<file path="src/rtl/uart_rx_framed.sv">
// uart_rx_framed: oversampling UART receiver with stop/parity checking and a one-deep holding register.
// Parity support (PARITY state, parity_err) is built only when UART_RX_PARITY_EN is defined.
module uart_rx_framed #(
  parameter int CLK_SPEED = 5_000_000,
  parameter int BAUD_RATE = 9600,
  parameter int DATA_BITS = 8,
  parameter int STOP_BITS = 1
) (
  input  logic                 clock,
  input  logic                 reset_n,
  input  logic                 rx,
  input  logic                 parity_en,
  input  logic                 parity_odd,
  input  logic                 data_ready,
  output logic [DATA_BITS-1:0] data_out,
  output logic                 data_valid,
  output logic                 framing_err,
  output logic                 parity_err,
  output logic                 overrun,
  output logic                 busy
);
  localparam int BAUD_TICK = CLK_SPEED / BAUD_RATE;
  localparam int HALF_TICK = BAUD_TICK / 2;
  localparam int TW = $clog2(BAUD_TICK + 1);
  localparam int BW = $clog2(DATA_BITS + 1);
  localparam logic [TW-1:0] TICK_LAST = TW'(BAUD_TICK - 1);
  localparam logic [TW-1:0] TICK_HALF = TW'(HALF_TICK - 1);
  localparam logic [BW-1:0] DATA_LAST = BW'(DATA_BITS - 1);
  localparam logic [BW-1:0] STOP_LAST = BW'(STOP_BITS - 1);

  typedef enum logic [2:0] {IDLE, START, DATA, PARITY, STOP} state_t;

  state_t               r_state;
  logic                 r_sync1, r_sync2, r_rx_prev;
  logic [TW-1:0]        r_tick;
  logic [BW-1:0]        r_bit;
  logic [DATA_BITS-1:0] r_shift;
  logic                 r_ferr, r_done, r_busy;
  logic [DATA_BITS-1:0] r_data_out;
  logic                 r_valid, r_ferr_out, r_overrun;
  logic                 w_rx_s, w_sample;

`ifdef UART_RX_PARITY_EN
  logic r_par_en, r_par_odd, r_perr, r_perr_out;
`else
  logic w_unused_parity;
  assign w_unused_parity = parity_en | parity_odd;
`endif

  assign w_rx_s   = r_sync2;
  assign w_sample = (r_tick == TICK_LAST);

  // r_rx_prev only sees a 1->0 step after the line has genuinely returned high,
  // which is what keeps a held break from re-triggering frames.
  always_ff @(posedge clock or negedge reset_n) begin
    if (!reset_n) begin
      r_sync1   <= 1'b1;
      r_sync2   <= 1'b1;
      r_rx_prev <= 1'b1;
    end else begin
      r_sync1   <= rx;
      r_sync2   <= r_sync1;
      r_rx_prev <= r_sync2;
    end
  end

  always_ff @(posedge clock or negedge reset_n) begin
    if (!reset_n) begin
      r_state <= IDLE;
      r_tick  <= '0;
      r_bit   <= '0;
      r_shift <= '0;
      r_ferr  <= 1'b0;
      r_done  <= 1'b0;
      r_busy  <= 1'b0;
`ifdef UART_RX_PARITY_EN
      r_par_en  <= 1'b0;
      r_par_odd <= 1'b0;
      r_perr    <= 1'b0;
`endif
    end else begin
      r_done <= 1'b0;
      case (r_state)
        IDLE: begin
          if (r_rx_prev && !w_rx_s) begin
            r_state <= START;
            r_tick  <= '0;
            r_busy  <= 1'b1;
          end
        end
        START: begin
          if (r_tick == TICK_HALF) begin
            r_tick <= '0;
            if (!w_rx_s) begin
              r_state <= DATA;
              r_bit   <= '0;
              r_ferr  <= 1'b0;
`ifdef UART_RX_PARITY_EN
              r_par_en  <= parity_en;
              r_par_odd <= parity_odd;
              r_perr    <= 1'b0;
`endif
            end else begin
              r_state <= IDLE;
              r_busy  <= 1'b0;
            end
          end else begin
            r_tick <= r_tick + 1'b1;
          end
        end
        DATA: begin
          if (w_sample) begin
            r_tick  <= '0;
            r_shift <= {w_rx_s, r_shift[DATA_BITS-1:1]};
            if (r_bit == DATA_LAST) begin
              r_bit <= '0;
`ifdef UART_RX_PARITY_EN
              r_state <= r_par_en ? PARITY : STOP;
`else
              r_state <= STOP;
`endif
            end else begin
              r_bit <= r_bit + 1'b1;
            end
          end else begin
            r_tick <= r_tick + 1'b1;
          end
        end
`ifdef UART_RX_PARITY_EN
        PARITY: begin
          if (w_sample) begin
            r_tick  <= '0;
            r_perr  <= ((^r_shift) ^ w_rx_s) != r_par_odd;
            r_state <= STOP;
          end else begin
            r_tick <= r_tick + 1'b1;
          end
        end
`endif
        STOP: begin
          if (w_sample) begin
            r_tick <= '0;
            if (!w_rx_s) r_ferr <= 1'b1;
            if (r_bit == STOP_LAST) begin
              r_bit   <= '0;
              r_state <= IDLE;
              r_busy  <= 1'b0;
              r_done  <= 1'b1;
            end else begin
              r_bit <= r_bit + 1'b1;
            end
          end else begin
            r_tick <= r_tick + 1'b1;
          end
        end
        default: begin
          r_state <= IDLE;
          r_busy  <= 1'b0;
        end
      endcase
    end
  end

  // A completing frame wins over a same-cycle accept; it is dropped only while the holder is still full.
  always_ff @(posedge clock or negedge reset_n) begin
    if (!reset_n) begin
      r_data_out <= '0;
      r_valid    <= 1'b0;
      r_ferr_out <= 1'b0;
      r_overrun  <= 1'b0;
`ifdef UART_RX_PARITY_EN
      r_perr_out <= 1'b0;
`endif
    end else if (r_done && (!r_valid || data_ready)) begin
      r_data_out <= r_shift;
      r_ferr_out <= r_ferr;
      r_valid    <= 1'b1;
      if (r_valid) r_overrun <= 1'b0;
`ifdef UART_RX_PARITY_EN
      r_perr_out <= r_perr;
`endif
    end else if (r_done) begin
      r_overrun <= 1'b1;
    end else if (r_valid && data_ready) begin
      r_valid   <= 1'b0;
      r_overrun <= 1'b0;
    end
  end

  assign data_out    = r_data_out;
  assign data_valid  = r_valid;
  assign framing_err = r_ferr_out;
  assign overrun     = r_overrun;
  assign busy        = r_busy;
`ifdef UART_RX_PARITY_EN
  assign parity_err  = r_perr_out;
`else
  assign parity_err  = 1'b0;
`endif

endmodule

</file>
<file path="config.mk">
export PLATFORM = sky130hd
export DESIGN_NAME = uart_rx_framed
export DESIGN_NICKNAME = d
export VERILOG_FILES = /design/src/rtl/uart_rx_framed.sv
export SDC_FILE = /design/constraint.sdc
export NUM_CORES = 1
export LEC_CHECK = 0
export CELL_PAD_IN_SITES_DETAIL_PLACEMENT = 0
export CELL_PAD_IN_SITES_GLOBAL_PLACEMENT = 1
export CORE_MARGIN = 2
export CORE_UTILIZATION = 30
export DETAILED_ROUTE_END_ITERATION = 8
export DONT_BUFFER_PORTS = 1
export PLACE_DENSITY = 0.56
export SKIP_CTS_REPAIR_TIMING = 1
export SLEW_MARGIN = 20
export SYNTH_ARGS = -nofsm -noshare
export SYNTH_HDL_FRONTEND = slang
export SYNTH_SLANG_ARGS = --single-unit
export TNS_END_PERCENT = 5
</file>
<file path="constraint.sdc">
create_clock -name clock -period 3.3 [get_ports clock]
set_input_delay 0.495 -clock clock [delete_from_list [all_inputs] [get_ports clock]]
set_output_delay 0.495 -clock clock [all_outputs]
set_load 0.005 [all_outputs]
</file>
Word level (Yosys, flattened, before mapping)
Cells that the tools add are included.
- flip-flop bits (word level): 42
- output and inout port bits: 13
- input bits: 6
- bitwise gates (word level): 1
- equal/unequal tests: 17
- $add $sub $neg: 2
- muxes and demuxes: 39
- reduce and logical (&&, ||, !) cells: 22
- operator list (operator ; number):
    10-bit 2-to-1 mux ; 3
    10-bit case mux with 3 select lines ; 1
    4-bit 2-to-1 mux ; 6
    2-bit inequality test, second input constant ; 10
    1-bit 2-to-1 mux ; 18
    3-bit 2-to-1 mux ; 6
    3-bit case mux with 4 select lines ; 1
    4-bit case mux with 3 select lines ; 1
    6-bit AND reduction ; 2
    10-bit by 1-bit adder with 10-bit output, second input constant ; 1
    10-bit equality test, second input constant ; 1
    10-bit by 9-bit equality test with 1-bit output, second input constant ; 1
    5-bit AND reduction ; 2
    3-bit nonzero test ; 3
    2-bit AND reduction ; 4
    4-bit by 1-bit adder with 4-bit output, second input constant ; 1
    4-bit by 3-bit equality test with 1-bit output, second input constant ; 1
    4-bit logical NOT ; 1
    1-bit case mux with 4 select lines ; 1
    2-bit nonzero test ; 2
    3-bit by 1-bit equality test with 1-bit output, second input constant ; 1
    3-bit by 2-bit equality test with 1-bit output, second input constant ; 1
    3-bit equality test, second input constant ; 1
    1-bit logical AND ; 3
    8 further kinds ; 9

Longest topological paths before layout
Gate-level depths: netlist (run 1).
- word-level depth: 5
- mapped depth: 7
- mapped depth without buffers: 7

Worst setup path before layout (run 1)
OpenSTA, ideal clock, no wires.
- path kind: register to register
- from: register r_tick[4]
- to: register r_state[2]
- setup time: 0.125 ns
- setup slack: 1.274 ns
- arrival time: 1.901 ns
- path buffers: 0
- stages on the path, launching flop included: 6
- path through: dfrtp_1 or4_4 nor3_2 o22ai_2 a21oi_1 mux2_2
- longest elaborated chain between the ends: 3
- elaborated cells on any way between the ends: 6
- those cells by class: eq/ne: 5; reduce/logical: 1
- RTL lines (item ; line ; text):
    start, declared ; 35 ; logic [TW-1:0] r_tick;
    start signal, assigned ; 108 ; r_tick <= r_tick + 1'b1;
    start signal, assigned ; 126 ; r_tick <= r_tick + 1'b1;
    start signal, assigned ; 153 ; r_tick <= r_tick + 1'b1;
    10-bit by 9-bit equality test with 1-bit output or 10-bit equality test (tied branches) ; 92, 51 ;
    2-bit inequality test (no source line) ; -- ;
    6-bit AND reduction (no source line) (*) ; -- ;
    end signal, assigned ; 86 ; r_state <= START;
    end signal, assigned ; 95 ; r_state <= DATA;
    end signal, assigned ; 104 ; r_state <= IDLE;
    end, declared ; 33 ; state_t r_state;
Mark *: on every way between the ends. The rest lies on a longest branch, timed or not.
A chain may end at the register's enable or synchronous reset.

Worst setup path in the final report (run 1)
Same ends and word-level chain as after synthesis.

==> metrics.txt, run 1 <==
FMAX approximately 420 MHz; Layout area overhead 9.82%; largest net degree at the start of global routing 43; worst hold slack approximately 0.034 ns; routability cong. around 0.74; Post-Place Setup Slack approximately 0.92 ns; Setup Skew 0.00783 ns; # rows 29; Slew @ Worst Pin 0.772 ns; RSZ-0062 raised after global routing no; CTS buffer count 5; via total after detailed routing between 1000 and 1500; final WL between 3 and 4 mm; Bufs on Longest Clock Path 2; initial antenna violation count 0; CTS Root Cell clkbuf_8; setup ws final between 0.9 and 1 ns; Synth Instances roughly 170; drt drc 0; worst ir drop on vdd 0.000318 V; Clk pin slew, worst setup/hold paths about 0.08 ns; # setup viols final 0; CTS tree built; routed len/inst 14.8 µm; Syn. warnings 0; FF/Latch Area roughly 0.0011 mm²; Synth Flop Type dfrtp_1; Pins Over Slew Limit 0; Avg Inst Size Synth 11.4 µm²; clock latency on the worst-skew pair slightly below 0.3 ns; startpoint types flip-flop; Crit Path Class reg2reg; post-synthesis sequential area ratio roughly 53%; # port buffers 0; ys async rst share 100%; NumNets Final roughly 180; vias in the first global route approximately 1400; Leak Pwr 0.977 nW; Synth Cell Area just under 0.002 mm²; Post-synth EDFFs 0; setup TNS 0 ns; ANT nets after route 0; DP HPWL between 2 and 3 mm; global route overflow 0; Die Ht roughly 85 µm; crit share post-route between 70% and 80%; Initial Utilization 31.1%; status finished, final reports clean; Die ar. 0.00729 mm²; Slew Limit Headroom ~49%; minimum clock period 2.40 ns; Hold Path Class in2async; #FFs+latches synth between 40 and 50; dpl cell area roughly 0.0020 mm²; DRT iter0 DRCs 55; Core Region about 0.0064 mm²; overall power 1.46 mW; Max Cap Viol 0; CP max FO 19; Worst Path Arrival roughly 2.6 ns; Post-Syn Nets roughly 180; DR vias/cell ~5.2; Power Dens Cells 669 mW/mm²; Req. time, crit path 3.48 ns; fillers ~630; Netlist cell types 50; Overall Global Routing Usage 11.1%; Finished Cell Area about 0.0022 mm²; multi-input combinational cell area ~870 µm²; first-pass GRT wire length 6.50 mm; Die Width 85.4 µm; first drt pass iteration count 4; Worst Setup End Kind flip-flop; htree depth 2; ant diodes 0; Clock Sinks 42; Hold Fails Final Rpt 0; share of cells above drive strength 1 between 20 and 25%; I/O pin count 19
==> registers in the layout, indices dropped and copies added, names as in the netlist <==
name         flops
overrun          1
r_shift          8
r_sync1          1
data_valid       1
r_sync2          1
r_bit            4
data_out         8
r_state          3
framing_err      1
r_done           1
r_tick          10
r_rx_prev        1
r_ferr           1
busy             1
==> cells in the final DEF (no fill, tap or decap), types with 2 or more instances in the layout <==
cell type / instances
ha_1: 3
nand2_1: 7
clkbuf_8: 5
mux2_1: 2
o31ai_1: 3
inv_1: 6
nor3_2: 2
a31oi_1: 4
nor2_1: 9
nand4_1: 2
nor2b_1: 2
o21ai_0: 3
nor3_1: 6
or3_1: 2
a22o_1: 3
dfstp_2: 3
dfrtp_1: 39
a21oi_1: 8
mux2_2: 17
o22ai_1: 2
and3_1: 2
a21o_1: 3
nand2b_1: 6
nand3_1: 8
==> power by group <==
group	internal [mW]	switching, mW	leakage, nW	total [mW]
combinational	0.157	0.243	0.363	0.399
sequential	0.564	0.0936	0.563	0.658
clock	0.226	0.177	0.0514	0.403
total	0.947	0.513	0.977	1.46
==> synth_stat cells (4+ instances only) <==
master / count / area share, %
a21oi_1: 8 / 2.0
a31oi_1: 4 / 1.3
buf_2: 4 / 1.0
dfrtp_1: 39 / 49
inv_1: 6 / 1.1
mux2_2: 17 / 9.6
nand2_1: 7 / 1.3
nand2b_1: 6 / 1.9
nand3_1: 8 / 2.0
nor2_1: 9 / 1.7
nor3_1: 6 / 1.5
==> logic make-up (layout without fill, tap and decap cells) <==
family	after synthesis	in the layout	synth area share, %
muxes	20	20	11.3
buffers and inverters	14	15	3.09
DFF	42	42	53.1
adders and majority gates	3	3	1.89
other	1	1	0.189
and+or+nand+nor	56	56	16.4
AOI/OAI and AO/OA	38	38	14.1
==> through the flow <==
stage / util, % / cells
floorplan: - / 174
global placement: 32.0 / 243
detailed placement: 32.0 / 243
CTS: 33.7 / 251
global route: 34.2 / 252
finish: 34.2 / 252
==> worst max-delay path, stage by stage (launching register included) <==
cell and delay [ns]:
dfrtp_1 0.44, or4_4 0.61, nor3_2 0.26, o22ai_2 0.32
a21oi_1 0.30, mux2_2 0.36
==> layer usage <==
layer / part of all wire [%] / routed length [µm] / track usage, % / vias to the layer above
met3: 5.5 / 207 / 3.40 / 2
met2: 46 / 1730 / 19.0 / 31
met1: 48 / 1780 / 13.6 / 649
met4: 0.38 / 14 / 3.03 / 0
li1: - / - / - / 636
met5: 0 / 0 / 0 / -
==> area by class of cell <==
type | count | share of cell area [%]
Clock inverter | 2 | 1.72
Tap cell | 77 | 4.42
Clock buffer | 6 | 3.33
Inverter | 6 | 1.03
Multi-Input combinational cell | 118 | 39.9
Sequential cell | 42 | 48.3
Timing Repair Buffer | 1 | 1.26
==> path summary, 6_finish.rpt <==
path / depth (start not counted) / slack [ns] / endpoint / start
max: 5 / 0.90 / r_state[2] / r_tick[4]
min: 1 / 0.03 / data_out[0] / reset_n
max reg2reg: 5 / 0.90 / r_state[2] / r_tick[4]
min reg2reg: 0 / 0.36 / r_sync2 / r_sync1
max in group asynchronous: 1 / 3.07 / r_tick[2] / reset_n
min in group clock: 0 / 0.20 / r_sync1 / rx
Note: power is estimated with default switching activity, not from simulation.
==> run 2, diff against run 1 <==
- clock period: 3.3 -> 2.5 ns (I/O delays scaled with it)
==> metrics.txt, run 2 (synthesis results as in run 1) <==
FMAX 427 MHz (+2.3%); R2R Path Start r_tick[4]; Worst R2R Path Depth 5 (unchanged); fillers 647 (+2.1%); clock latency on the worst-skew pair 0.29 ns (about the same); Worst Path Arrival 2.53 ns (-0.05 ns); Power Dens Cells 864 mW/mm² (+29%); ANT nets after route 0 (unchanged); share of cells above drive strength 1 22.3% (+1.8 points); flop2flop setup slack 0.16 ns (-0.75 ns); hold path cells 0; # setup viols final 0 (unchanged); NumNets Final 187 (+2.2%); end of the worst hold path r_sync1; crit path buf inv count 0 (unchanged); DRT iter0 DRCs 34 (-38%); # rows 29 (unchanged); Slew Limit Headroom 53.9% (+5.4 points); Setup Skew 0.00506 ns (-0.00278 ns); startpoint types flip-flop; Worst R2R End r_state[2]; worst hold start rx; CTS Root Cell clkbuf_8; Hold Path Class in2reg; most frequent standard cell in the layout excluding fill and tap cells dfrtp_1; final core utilization 34.4% (+0.20 points); Initial Utilization 31.1% (unchanged); Die ar. 0.00729 mm² (unchanged); largest net degree at the start of global routing 43 (unchanged); Pins Over Slew Limit 0 (unchanged); Overall Global Routing Usage 11.9% (+0.80 points); via total after detailed routing 1342 (+1.8%); CP max FO 16 (-3); Die Ht 85.4 µm (unchanged); minimum clock period 2.34 ns (-0.0544 ns); # port buffers 0 (unchanged); Largest Register r_tick; global route overflow 0 (unchanged); CP max-delay cell or4_4; max reg flops 10 (unchanged); routed len/inst 15.3 µm (+3.1%); Max Cap Viol 0 (unchanged); most frequent cells in the layout dfrtp_1, mux2_2, nor2_1; I/O pin count 19 (unchanged); FF/Latch Area 0.00105 mm² (unchanged); Crit Path Class reg2reg; Post-Layout Cell Count 256 (+1.6%); RSZ-0062 raised after global routing no; CTS buffer count 5 (unchanged); status finished, final reports clean; first-pass GRT wire length 6.80 mm (+4.6%); Leak Pwr 0.989 nW (+1.3%); routability cong. 0.748 (+1.0%); Bufs on Longest Clock Path 2 (unchanged); DP HPWL 2.64 mm (+4.8%); crit-path leading delay family simple AND/OR/NAND/NOR gates; Req. time, crit path 2.68 ns (-0.80 ns); first drt pass iteration count 4 (unchanged); Max stage delay on crit path 0.61 ns (about the same); worst ir drop on vdd 0.000530 V (+67%); initial antenna violation count 0 (unchanged); Die Width 85.4 µm (unchanged); crit share post-route 93.7% (+21 points); Worst Setup End Kind flip-flop; final WL 3.91 mm (+4.7%); htree depth 2 (unchanged); Slew @ Worst Pin 0.692 ns (-0.0806 ns); Layout area overhead 10.5%; vias in the first global route 1397 (+2.2%); Clk pin slew, worst setup/hold paths 0.08 ns (about the same); overall power 1.90 mW (+30%); CTS tree built; drt drc 0 (unchanged); DR vias/cell 5.24 (+0.23%); Core Region 0.00639 mm² (unchanged); multi-input combinational cell area 871 µm² (unchanged); setup TNS 0 ns (unchanged); Clock Sinks 42 (unchanged); DP Cell Count 246 (+1.2%); ant diodes 0 (unchanged); Hold Fails Final Rpt 0 (unchanged); CP cell instances or4_4 -> nor3_2 -> o22ai_2 -> a21oi_1 -> mux2_2
## run 2: worst max-delay path by stage
stage | startpoint | to | slack (ns) | cells past startpoint
after floorplan | r_tick[4] | r_state[2] | 0.47 | 5
after global placement | r_tick[4] | r_state[2] | 0.23 | 5
after detailed placement | r_tick[4] | r_state[2] | 0.19 | 5
after CTS | r_tick[4] | r_state[2] | 0.16 | 5
after global routing | r_tick[4] | r_state[2] | 0.05 | 5
final | r_tick[4] | r_state[2] | 0.16 | 5
## run 2: stage by stage
stage,cell area (µm²),setup slack (ns),hold slack [ns]
CTS,2160,0.165,-0.255
global placement,2070,0.228,0.0805
global route,2190,0.0488,0.0495
finish,2190,0.157,0.0709
detailed placement,2070,0.185,0.0805
floorplan,1990,0.474,0.0794
## run 2: layout make-up
type,instances,area share (%)
Clock buffer,5,3.14
Clock inverter,3,0.969
Inverter,6,1.03
Multi-Input combinational cell,118,39.7
Sequential cell,42,48.1
Tap cell,77,4.39
Timing Repair Buffer,5,2.74
## run 2: layer usage
layer	vias to the layer above	wire length (µm)	track usage [%]
li1	644	-	-
met1	662	1880	15.5
met2	30	1770	17.6
met3	6	181	3.70
met4	0	81	6.49
met5	-	0	0
## run 2: worst register-to-register path, cell delays in order (launching register included)
cell	delay [ns]
dfrtp_1	0.44
or4_4	0.61
nor3_2	0.28
o22ai_2	0.28
a21oi_1	0.27
mux2_2	0.36
## run 2: power by group
part | total [mW] | internal [mW] | switching (mW)
Sequential | 0.847 | 0.746 | 0.101
Combinational | 0.608 | 0.242 | 0.365
Clock | 0.442 | 0.196 | 0.245
==> run 3, diff against run 2 <==
- clock period: 2.5 -> 2.6 ns (I/O delays scaled with it)
==> metrics.txt, run 3 (synthesis results as in run 1) <==
Core Region 0.00639 mm² (unchanged); NumNets Final 185 (-1.1%); Clk pin slew, worst setup/hold paths 0.08 ns (about the same); CP cell instances or4_4 -> nor3_2 -> o22ai_2 -> a21oi_1 -> mux2_2; Die Width 85.4 µm (unchanged); Largest Register r_tick; part of the power in registers 43.9% (-0.8 points); vias in the first global route 1370 (-1.9%); # setup viols final 0 (unchanged); RSZ-0062 raised after global routing no; most frequent standard cell in the layout excluding fill and tap cells dfrtp_1; Pins Over Slew Limit 0 (unchanged); Bufs on Longest Clock Path 2 (unchanged); Max Cap Viol 0 (unchanged); Layout area overhead 10.7%; initial antenna violation count 0 (unchanged); CTS Root Cell clkbuf_8; Overall Global Routing Usage 11.4% (-0.50 points); Worst Setup End Kind flip-flop; clock latency on the worst-skew pair 0.30 ns (about the same); clock power share 27.8% (+4.5 points); # port buffers 0 (unchanged); CTS tree built; FF/Latch Area 0.00105 mm² (unchanged); DR vias/cell 5.28 (+0.64%); internal power 1.21 mW (+2.4%); first drt pass iteration count 4 (unchanged); Setup Skew 0.00906 ns (+0.00400 ns); status finished, final reports clean; overall power 1.86 mW (-1.7%); CTS buffer count 5 (unchanged); htree depth 2 (unchanged); max reg flops 10 (unchanged); drt drc 0 (unchanged); largest net degree at the start of global routing 43 (unchanged); setup TNS 0 ns (unchanged); Die ar. 0.00729 mm² (unchanged); Slew Limit Headroom 50.5% (-3.3 points); first-pass GRT wire length 6.51 mm (-4.3%); share of cells above drive strength 1 20.9% (-1.4 points); Psw 0.652 mW (-8.5%); FMAX 420 MHz (-1.5%); Slew @ Worst Pin 0.742 ns (+0.0499 ns); Leak Pwr 0.986 nW (-0.31%); # rows 29 (unchanged); ant diodes 0 (unchanged); ANT nets after route 0 (unchanged); Worst Path Arrival 2.57 ns (+0.04 ns); final WL 3.76 mm (-3.9%); Power Dens Cells 847 mW/mm² (-1.9%); worst ir drop on vdd 0.000557 V (+5.1%); routed len/inst 14.8 µm (-3.2%); Sw Ratio 35.0% (-2.6 points); Hold Fails Final Rpt 0 (unchanged); DRT iter0 DRCs 29 (-15%); CP max FO 19 (+3); Die Ht 85.4 µm (unchanged); via total after detailed routing 1340 (-0.15%); Req. time, crit path 2.79 ns (+0.11 ns); Crit Path Class reg2reg; crit share post-route 91.5% (-2.2 points); Initial Utilization 31.1% (unchanged); Clock Sinks 42 (unchanged); Hold Path Class in2reg; most frequent cells in the layout dfrtp_1, mux2_2, nor2_1; CP max-delay cell or4_4; fillers 648 (+0.15%); DP HPWL 2.55 mm (-3.3%); I/O pin count 19 (unchanged); multi-input combinational cell area 871 µm² (unchanged); routability cong. 0.750 (+0.33%); Max stage delay on crit path 0.61 ns (about the same); minimum clock period 2.38 ns (+0.0363 ns); Comb power frac 28.3% (-3.7 points); crit-path leading delay family simple AND/OR/NAND/NOR gates; startpoint types flip-flop; global route overflow 0 (unchanged); crit path buf inv count 0 (unchanged)
run 3: cell count changes in the layout (fill, tap and decap cells not counted):
cell       change
bufinv_16      +1
clkinv_4       -1
clkinv_2       -1
clkbuf_1       +1
buf_4          -2
run 3: power by group through the flow:
stage	Combinational [mW]	Sequential [mW]	Clock, mW
finish	0.527	0.819	0.518
global route	0.597	0.833	0.565
CTS	0.510	0.817	0.544
detailed placement	0.508	0.830	0
global placement	0.501	0.826	0
floorplan	0.467	0.772	0
run 3: final cells by class:
| cell class | instances | area share, % |
|---|---|---|
| tap | 77 | 4.38 |
| clock buffer | 6 | 3.30 |
| sequential | 42 | 48.0 |
| multi-input combinational | 118 | 39.6 |
| inverter | 6 | 1.02 |
| clock inverter | 2 | 1.71 |
| timing repair buffer | 3 | 2.05 |
run 3: worst reg2reg max path, delay by kind of cell (launching register included):
family | cells | cell delay (ns)
AND/OR/NAND/NOR | 2 | 0.89
AO/OA/AOI/OAI | 2 | 0.58
flip-flops | 1 | 0.44
multiplexers | 1 | 0.36
run 3: final timing paths:
| kind | from | end | slack (ns) | cells after the start |
|---|---|---|---|---|
| setup reg to reg | r_tick[4] | r_state[2] | 0.22 | 5 |
| max in group asynchronous | reset_n | r_sync1 | 1.74 | 2 |
| hold / removal | rx | r_sync1 | 0.09 | 0 |
| hold reg to reg | r_sync1 | r_sync2 | 0.36 | 0 |
| min in group asynchronous | reset_n | data_out[0] | 0.59 | 2 |
| setup / recovery | r_tick[4] | r_state[2] | 0.22 | 5 |
run 3: through the flow:
step,area [µm²],instances,utilization (%),hold slack [ns],setup slack [ns]
2_1_floorplan,1990,174,-,0.0944,0.574
3_3_place_gp,2050,244,32.1,0.0955,0.296
3_5_place_dp,2050,244,32.1,0.0955,0.257
4_1_cts,2160,252,33.9,-0.240,0.250
5_1_grt,2200,254,34.4,0.0649,0.0737
6_report,2200,254,34.4,0.0904,0.221
run 3: routing by layer:
layer | global-route usage [%] | share of wire (%) | routed length [µm] | vias up
met4 | 4.76 | 1.8 | 66 | 0
met2 | 17.8 | 46 | 1740 | 28
met1 | 14.5 | 46 | 1730 | 667
met3 | 3.89 | 5.8 | 218 | 4
met5 | 0 | 0 | 0 | -
li1 | - | - | - | 641
